[src/rtl/uart_pkg.sv]
// Shared types and helpers for the buffered UART receive path.
package uart_pkg;

  typedef enum logic [1:0] {
    PAR_NONE = 2'd0,
    PAR_EVEN = 2'd1,
    PAR_ODD  = 2'd2
  } parity_e;

  typedef enum logic [2:0] {
    ST_IDLE   = 3'd0,
    ST_START  = 3'd1,
    ST_DATA   = 3'd2,
    ST_PARITY = 3'd3,
    ST_STOP   = 3'd4
  } rx_state_e;

  localparam int OVERSAMPLE = 16;

  // Clocks per oversample tick; never below one so the tick stays alive.
  function automatic int baud_div(input int clk_freq, input int baud);
    int d;
    d = clk_freq / (baud * OVERSAMPLE);
    return (d < 1) ? 1 : d;
  endfunction

endpackage

[src/rtl/sync_fifo_fwft.sv]
// Show-ahead synchronous FIFO: the head word is presented on pop_data
// while the FIFO is non-empty; count, empty and full are registered.
module sync_fifo_fwft #(
  parameter int DATA_WIDTH = 8,
  parameter int ADDR_WIDTH = 5
) (
  input  logic                  clk,
  input  logic                  reset_n,
  input  logic                  push,
  input  logic [DATA_WIDTH-1:0] push_data,
  input  logic                  pop,
  output logic [DATA_WIDTH-1:0] pop_data,
  output logic                  full,
  output logic                  empty,
  output logic [ADDR_WIDTH:0]   count
);

  localparam int DEPTH = 2 ** ADDR_WIDTH;

  logic [DATA_WIDTH-1:0] mem [DEPTH];
  logic [ADDR_WIDTH-1:0] wr_ptr;
  logic [ADDR_WIDTH-1:0] rd_ptr;
  logic [ADDR_WIDTH-1:0] rd_ptr_next;
  logic [ADDR_WIDTH:0]   count_next;
  logic                  do_push;
  logic                  do_pop;

  // A push while full only proceeds when a pop frees the head slot.
  always_comb begin
    do_pop      = pop && !empty;
    do_push     = push && (!full || do_pop);
    rd_ptr_next = do_pop ? rd_ptr + ADDR_WIDTH'(1) : rd_ptr;
    count_next  = count;
    unique case ({do_push, do_pop})
      2'b10:   count_next = count + (ADDR_WIDTH + 1)'(1);
      2'b01:   count_next = count - (ADDR_WIDTH + 1)'(1);
      default: count_next = count;
    endcase
  end

  always_ff @(posedge clk) begin
    if (do_push) mem[wr_ptr] <= push_data;
  end

  always_ff @(posedge clk or negedge reset_n) begin
    if (!reset_n) begin
      wr_ptr   <= '0;
      rd_ptr   <= '0;
      count    <= '0;
      empty    <= 1'b1;
      full     <= 1'b0;
      pop_data <= '0;
    end else begin
      if (do_push) wr_ptr <= wr_ptr + ADDR_WIDTH'(1);
      rd_ptr <= rd_ptr_next;
      count  <= count_next;
      empty  <= (count_next == '0);
      full   <= (count_next == (ADDR_WIDTH + 1)'(DEPTH));
      // Bypass when the word being written lands in the new head slot.
      if (count_next != '0) begin
        if (do_push && (wr_ptr == rd_ptr_next)) pop_data <= push_data;
        else                                    pop_data <= mem[rd_ptr_next];
      end
    end
  end

endmodule

[src/rtl/uart_rx_buffered.sv]
// UART receiver (16x oversampled, optional parity) feeding a show-ahead
// receive FIFO, with sticky frame/parity/overrun error flags.
module uart_rx_buffered
  import uart_pkg::*;
#(
  parameter int CLK_FREQ   = 100_000_000,
  parameter int BAUD       = 115_200,
  parameter int DATA_WIDTH = 8,
  parameter int PARITY     = 0,
  parameter int ADDR_WIDTH = 5
) (
  input  logic                  clk,
  input  logic                  reset_n,
  input  logic                  rx,
  input  logic                  pop,
  output logic [DATA_WIDTH-1:0] pop_data,
  output logic                  empty,
  output logic                  full,
  output logic [ADDR_WIDTH:0]   count,
  output logic                  rx_done,
  output logic                  frame_err,
  output logic                  parity_err,
  output logic                  overrun,
  input  logic                  clr_err,
  output logic [2:0]            state_dbg
);

  // pop is a take strobe: the word on pop_data is consumed on any clock
  // with pop && !empty. Received words have no back-pressure; a good frame
  // arriving while full (and not popped that cycle) is dropped as overrun.

  localparam int             DIV      = baud_div(CLK_FREQ, BAUD);
  localparam int             TW       = (DIV > 1) ? $clog2(DIV) : 1;
  localparam parity_e        PAR_MODE = parity_e'(PARITY[1:0]);
  localparam logic [3:0]     LAST_BIT = 4'(DATA_WIDTH - 1);

  logic [TW-1:0]         div_cnt;
  logic                  tick;
  logic                  rx_s1;
  logic                  rx_sync;
  logic                  rx_prev;
  rx_state_e             state;
  logic [3:0]            os_cnt;
  logic [3:0]            bit_cnt;
  logic [DATA_WIDTH-1:0] shift_reg;
  logic                  par_bad;

  // Free-running oversample tick, deliberately not re-phased by start edges.
  assign tick = (div_cnt == TW'(DIV - 1));

  always_ff @(posedge clk or negedge reset_n) begin
    if (!reset_n)  div_cnt <= '0;
    else if (tick) div_cnt <= '0;
    else           div_cnt <= div_cnt + TW'(1);
  end

  always_ff @(posedge clk or negedge reset_n) begin
    if (!reset_n) begin
      rx_s1   <= 1'b1;
      rx_sync <= 1'b1;
      rx_prev <= 1'b1;
    end else begin
      rx_s1   <= rx;
      rx_sync <= rx_s1;
      rx_prev <= rx_sync;
    end
  end

  always_ff @(posedge clk or negedge reset_n) begin
    if (!reset_n) begin
      state      <= ST_IDLE;
      os_cnt     <= '0;
      bit_cnt    <= '0;
      shift_reg  <= '0;
      par_bad    <= 1'b0;
      rx_done    <= 1'b0;
      frame_err  <= 1'b0;
      parity_err <= 1'b0;
    end else begin
      rx_done <= 1'b0;
      // Clearing first lets a same-cycle error event override it below.
      if (clr_err) begin
        frame_err  <= 1'b0;
        parity_err <= 1'b0;
      end
      unique case (state)
        ST_IDLE: begin
          if (rx_prev && !rx_sync) begin
            state  <= ST_START;
            os_cnt <= '0;
          end
        end
        ST_START: begin
          if (tick) begin
            if (os_cnt == 4'd7) begin
              os_cnt  <= '0;
              bit_cnt <= '0;
              par_bad <= 1'b0;
              state   <= rx_sync ? ST_IDLE : ST_DATA;
            end else begin
              os_cnt <= os_cnt + 4'd1;
            end
          end
        end
        ST_DATA: begin
          if (tick) begin
            os_cnt <= os_cnt + 4'd1;
            if (os_cnt == 4'd15) begin
              shift_reg <= {rx_sync, shift_reg[DATA_WIDTH-1:1]};
              bit_cnt   <= bit_cnt + 4'd1;
              if (bit_cnt == LAST_BIT)
                state <= (PAR_MODE == PAR_NONE) ? ST_STOP : ST_PARITY;
            end
          end
        end
        ST_PARITY: begin
          if (tick) begin
            os_cnt <= os_cnt + 4'd1;
            if (os_cnt == 4'd15) begin
              par_bad <= (^{shift_reg, rx_sync}) != (PAR_MODE == PAR_ODD);
              state   <= ST_STOP;
            end
          end
        end
        ST_STOP: begin
          if (tick) begin
            os_cnt <= os_cnt + 4'd1;
            if (os_cnt == 4'd15) begin
              state <= ST_IDLE;
              if (!rx_sync)     frame_err  <= 1'b1;
              else if (par_bad) parity_err <= 1'b1;
              else              rx_done    <= 1'b1;
            end
          end
        end
        default: state <= ST_IDLE;
      endcase
    end
  end

  // shift_reg is stable until the next frame's first data sample.
  always_ff @(posedge clk or negedge reset_n) begin
    if (!reset_n)                     overrun <= 1'b0;
    else if (rx_done && full && !pop) overrun <= 1'b1;
    else if (clr_err)                 overrun <= 1'b0;
  end

  assign state_dbg = state;

  sync_fifo_fwft #(
    .DATA_WIDTH (DATA_WIDTH),
    .ADDR_WIDTH (ADDR_WIDTH)
  ) u_fifo (
    .clk       (clk),
    .reset_n   (reset_n),
    .push      (rx_done),
    .push_data (shift_reg),
    .pop       (pop),
    .pop_data  (pop_data),
    .full      (full),
    .empty     (empty),
    .count     (count)
  );

endmodule
[config.mk]
export PLATFORM = sky130hd
export DESIGN_NAME = uart_rx_buffered
export DESIGN_NICKNAME = d
export VERILOG_FILES = /design/src/rtl/uart_pkg.sv /design/src/rtl/sync_fifo_fwft.sv /design/src/rtl/uart_rx_buffered.sv
export SDC_FILE = /design/constraint.sdc
export NUM_CORES = 1
export LEC_CHECK = 0
export ABC_AREA = 1
export CORE_MARGIN = 2
export CORE_UTILIZATION = 55
export DETAILED_ROUTE_END_ITERATION = 12
export PLACE_DENSITY = 0.81
export SLEW_MARGIN = 20
export SYNTH_ARGS = -nofsm -noshare
export SYNTH_HDL_FRONTEND = slang
export SYNTH_SLANG_ARGS = --single-unit
[constraint.sdc]
create_clock -name clk -period 3.5 [get_ports clk]
set_input_delay 0.7 -clock clk [delete_from_list [all_inputs] [get_ports clk]]
set_output_delay 0.7 -clock clk [all_outputs]
set_load 0.005 [all_outputs]
-- Word level (Yosys, flattened, before mapping)
Memories as Yosys holds them, arrays and structs flattened. A register that Yosys moved wholly into a read port is not among the register bits.
Cells that the tools add are included.
- output and inout bits: 23
- RAM bits: 256
- memories kept: 1
- input port bits: 5
- word-level logic and storage cells: 123
- register bits: 51
- reductions and logical operators: 25
- multiplexer cells: 50
- add/subtract/negate cells: 7
- equality and inequality tests: 22
- memory list (memory ; depth ; width ; read ports ; clocked after Yosys merged registers in ; wr ports ; line ; text):
    u_fifo.mem ; 32 ; 8 ; 1 ; 1 ; 1 ; sync_fifo_fwft.sv:20 ; logic [DATA_WIDTH-1:0] mem [DEPTH];
- operators with widths (kind ; count):
    4-bit two-way mux ; 8
    3-bit two-way mux ; 10
    1-bit two-way mux ; 24
    2-bit inequality test, second input constant ; 10
    3-bit case mux with 5 select lines ; 1
    6-bit by 1-bit adder with 6-bit output, second input constant ; 2
    6-bit == test, second input constant ; 2
    4-bit case mux with 3 select lines ; 1
    6-bit case mux with 2 select lines ; 1
    5-bit by 1-bit adder with 5-bit output, second input constant ; 2
    10-bit AND reduction ; 1
    5-bit AND reduction ; 2
    9-bit XOR reduction ; 1
    4-bit by 1-bit adder with 4-bit output, second input constant ; 2
    4-bit by 3-bit == test with 1-bit output, second input constant ; 2
    4-bit case mux with 2 select lines ; 1
    3-bit by 2-bit == test with 1-bit output, second input constant ; 2
    6-bit logical NOT ; 1
    6-bit two-way mux ; 1
    2-bit nonzero test ; 3
    6-bit nonzero test ; 1
    6-bit by 1-bit subtractor with 6-bit output, second input constant ; 1
    1-bit logical AND ; 5
    1-bit logical NOT ; 5
    15 further kinds ; 15

-- Logic depth before layout (Yosys ltp)
- depth after elaboration: 7
- mapped depth: 20
- depth with buffers taken out: 20

-- Modules after synthesis
A second synthesis with hierarchy kept.
- cells, all modules: 1464
- area, all modules: 14761.7 sq um
- by module, submodules not included (module ; cells each ; sequential area each (sq um) ; times used ; area each (sq um)):
    sync_fifo_fwft ; 1240 ; 8339.2 ; 1 ; 12887.4
    uart_rx_buffered ; 224 ; 829.5 ; 1 ; 1874.3

-- Worst setup path after synthesis
No wires, ideal clock.
- path type: input -> register
- start: input port pop
- end: register u_fifo.pop_data[0] (read register of u_fifo.mem)
- stages: 17
- path slack: 0.743 ns
- required time: 3.435 ns
- buffers on the path: 0
- data arrival time: 2.692 ns
- library setup time: 0.065 ns
- cells stage by stage: nand2_2 > nand2_1 > nand2_1 > ha_1 > xnor2_1 > inv_1 > ha_1 > nand2_1 > nand2_1 > or2_0 > nor2_1 > nand3_1 > nor2_2 > nand2_2 > clkinv_2 > nand2_1 > nand2_1
- cells in the longest elaborated chain, start to end: 6
- elaborated cells on any way between the ends: 8
- classes of those cells: eq/ne: 2; mux: 2; reduce/logical: 4
- RTL lines (item ; line ; text):
    start: declaration ; uart_rx_buffered.sv:15 ; input logic pop,
    1-bit logical AND (*) ; sync_fifo_fwft.sv:30 ; do_pop = pop && !empty;
    1-bit logical OR ; sync_fifo_fwft.sv:31 ; do_push = push && (!full || do_pop);
    1-bit logical AND ; sync_fifo_fwft.sv:31 ;
    2-bit by 1-bit == test with 1-bit output / 2-bit == test (equally long branches) ; sync_fifo_fwft.sv:34 ; unique case ({do_push, do_pop})
    6-bit case mux with 2 select lines (*) ; sync_fifo_fwft.sv:34 ;
    named net u_fifo.count_next[1] ; sync_fifo_fwft.sv:24 ; logic [ADDR_WIDTH:0] count_next;
    6-bit nonzero test (*) ; sync_fifo_fwft.sv:60 ; if (count_next != '0) begin
    end: declaration ; sync_fifo_fwft.sv:12 ; output logic [DATA_WIDTH-1:0] pop_data,
The timed path passes the listed nets; every way through them passes the cells marked *.
A chain may end at the register's enable or synchronous reset.

-- Worst setup path after layout
- start: input port pop
- end: register u_fifo.pop_data[5] (read register of u_fifo.mem)
The elaborated chain is that of the path after synthesis.

==> reports/qor.yml <==
status:
  status: "finished, final reports clean"
critical_path:
  rrSetupSlack_ns: 0.57
  r2r-start: "u_fifo.empty"
  cpPeakStageDelay_ns: 0.51
  cp-start-kind: "primary input"
  timing.critical_path.mode_cell: "nand2_1"
  crit_buf_inv: 3
  crit_fanout: 9
  worstReg2RegEnd: "u_fifo.pop_data[5]"
  cp.arrival_ns: 3.53
  crit_path_top_delay_cell: "clkdlybuf4s50_1"
  end_kind: "flip-flop"
  r2r_cells: 18
  cp_top_family: "simple AND/OR/NAND/NOR gates"
  crit_chain: "clkdlybuf4s50_1 -> nand2_2 -> nand2_1 -> nand2_1 -> ha_1 -> xnor2_1 -> inv_1 -> ha_1 -> nand2_1 -> nand2_1 -> or2_0 -> nor2_1 -> nand3_1 -> nor2_2 -> nand2_2 -> clkinv_2 -> nand2_1 -> nand2_1"
  crit_type: "in -> reg"
  required_ns: 3.98
final_layout:
  largest_reg_flops: 256
  diodes: 0
  nets: 1470
  syn2layout_area_growth_pct: 12.74
  layout_commonest_cell: "nand2_1"
  fill_cells: 1938
  final_cell_mix: "nand2_1, nand3_1, edfxtp_1"
  layout-drive-gt1-share_pct: 8.610
detailed_routing:
  wl_mm: 33.28
  drtIter0Drc: 1390
  drtAntennaViolNets: 0
  avgViaCountPerCell: 5.697
  drc: 0
  vias: 10312
  post_drt_wl_per_cell_um: 18.38
  dr.pass1.iters: 9
cts:
  h-tree-depth: 1
  clockBufferDepth: 3
  cts_resized: 0
  holdBufCountCts: 0
  cts_buffers: 31
  cts.sinks: 315
  postCtsSetupBuffers: 0
  clk_latency_ns: 0.55
  cts-root-buf: "clkbuf_16"
  cts_tree: "done"
  path_clk_slew_ns: 0.06
floorplan:
  core-area_um2: 25980
  die_area_um2: 27630
  ios: 28
  fp.dieH_um: 166.2
  rows: 59
  die_w_um: 166.2
  initial_core_util_pct: 55.71
sta:
  slew_violations: 0
  fin_crit_sh_pct: 87.10
  setup_viol: 0
  finalHoldViolations: 0
  holdWs_ns: 0.1266
  worst_slew_pin_slew_ns: 0.9503
  timing.final.crit_period_ns: 3.048
  finalSetupTns_ns: 0
  rsz0062_at_grt: "false"
  fin_worst_skew_ns: 0.01113
  slew_headroom_pct: 36.65
  max_freq_ghz: 0.3280
pwr:
  p_total_mw: 12.43
  vdd_ir_drop_max_uv: 506.5
  p_leak_nw: 6.987
  powerDensity_nw_per_um2: 761.9
logic_synthesis:
  yosys_warnings: 0
  seq_area_frac_synth_pct: 63.34
  synth_area_um2: 14480
  synth_async_sr_flop_share_pct: 18.73
  syn_nets: 1433
  synth_flop_cell: "edfxtp_1"
  synth_edf_count: 256
  syn_avg_cell_area_um2: 10.22
  ys_ff_latch: 315
  postSynthCellCount: 1416
  yosysUniqueCellTypes: 46
placed_design:
  hpwl_mm: 19.84
  port_buffers: 27
  gp_congestion: 0.8832
global_routing:
  grt-ovfl-total: 0
  grt_max_degree: 108
  grt_first_pass_wirelength_mm: 53.16
  grt_pass1_vias: 10189
  grt.total_usage_pct: 24.10
  antenna_found_initial: 0
run:
  cap_violations: 0
hold_path:
  hp-class: "in -> async"
==> cell type report <==
type	count	area, µm²	share of cell area, %
Sequential cell	315	9169	56.18
Multi-Input combinational cell	824	4210	25.80
Clock buffer	39	825.8	5.060
Inverter	210	794.5	4.869
Timing Repair Buffer	71	695.7	4.263
Tap cell	335	419.2	2.568
Clock inverter	16	205.2	1.257
==> logic make-up (layout without fill, tap and decap cells) <==
kind of cell,count (synthesis),count (layout),share of synthesized area [%]
flip-flops,315,315,63.34
XOR/XNOR,20,20,1.392
AND/OR/NAND/NOR,739,739,24.15
adder cells (fa/ha/maj),12,12,1.037
buffers and inverters,277,336,7.848
multiplexers,2,2,0.1469
AO/OA/AOI/OAI,51,51,2.083
==> layer usage <==
| metal | wire length, µm | vias up | GRT usage, % |
|---|---|---|---|
| li1 | - | 4811 | - |
| met1 | 12720 | 4876 | 31.11 |
| met2 | 16380 | 516 | 40.83 |
| met3 | 2827 | 109 | 3.980 |
| met4 | 1347 | 0 | 10.01 |
| met5 | 0 | - | 0 |
==> through the flow <==
step                      cell area [µm²]  worst slack, ns  std cells  util [%]
after floorplan                     14480           0.7427       1416         -
after global placement              15290           0.2522       1755     58.84
after detailed placement            15290          0.03263       1755     58.84
after CTS                           16320           0.5101       1810     62.80
after global routing                16320           0.2859       1810     62.80
final                               16320           0.4516       1810     62.80
==> how the worst max path moves through the flow <==
| stage | start | endpoint | slack (ns) | depth (start not counted) |
|---|---|---|---|---|
| 2_1_floorplan | pop | u_fifo.pop_data[0] | 0.74 | 17 |
| 3_3_place_gp | pop | u_fifo.pop_data[2] | 0.25 | 18 |
| 3_5_place_dp | pop | u_fifo.pop_data[5] | 0.03 | 18 |
| 6_report | pop | u_fifo.pop_data[5] | 0.45 | 18 |
| 5_1_grt | pop | u_fifo.pop_data[5] | 0.29 | 18 |
| 4_1_cts | pop | u_fifo.pop_data[5] | 0.51 | 18 |
==> cell usage after synthesis, types with 3 or more instances <==
cell type    n  area [µm²]
nand2_2      9       56.30
o211ai_1     5       37.54
nand2_1    290        1089
nor2_1      61       229.0
o21ai_0     18       90.09
nand4_1      5       31.28
inv_1      203       762.0
clkbuf_1    18       67.56
dfstp_2      4       105.1
edfxtp_1   256        7687
dfrtp_1     55        1376
nand3b_1    72       540.5
buf_2       39       195.2
nor2_2       4       25.02
o21ai_1      3       15.01
ha_1        12       150.1
xnor2_1      7       61.31
xor2_1      11       96.34
a21oi_1     14       70.07
inv_2        4       15.01
nand3_1    288        1441
buf_4        7       52.55
==> where the power goes <==
group / total, mW / switching, mW / internal, mW
Clock: 3.38 / 1.36 / 2.02
Sequential: 4.33 / 0.172 / 4.15
Combinational: 4.72 / 3.13 / 1.59
No activity file was read; power rests on OpenSTA's default activity.
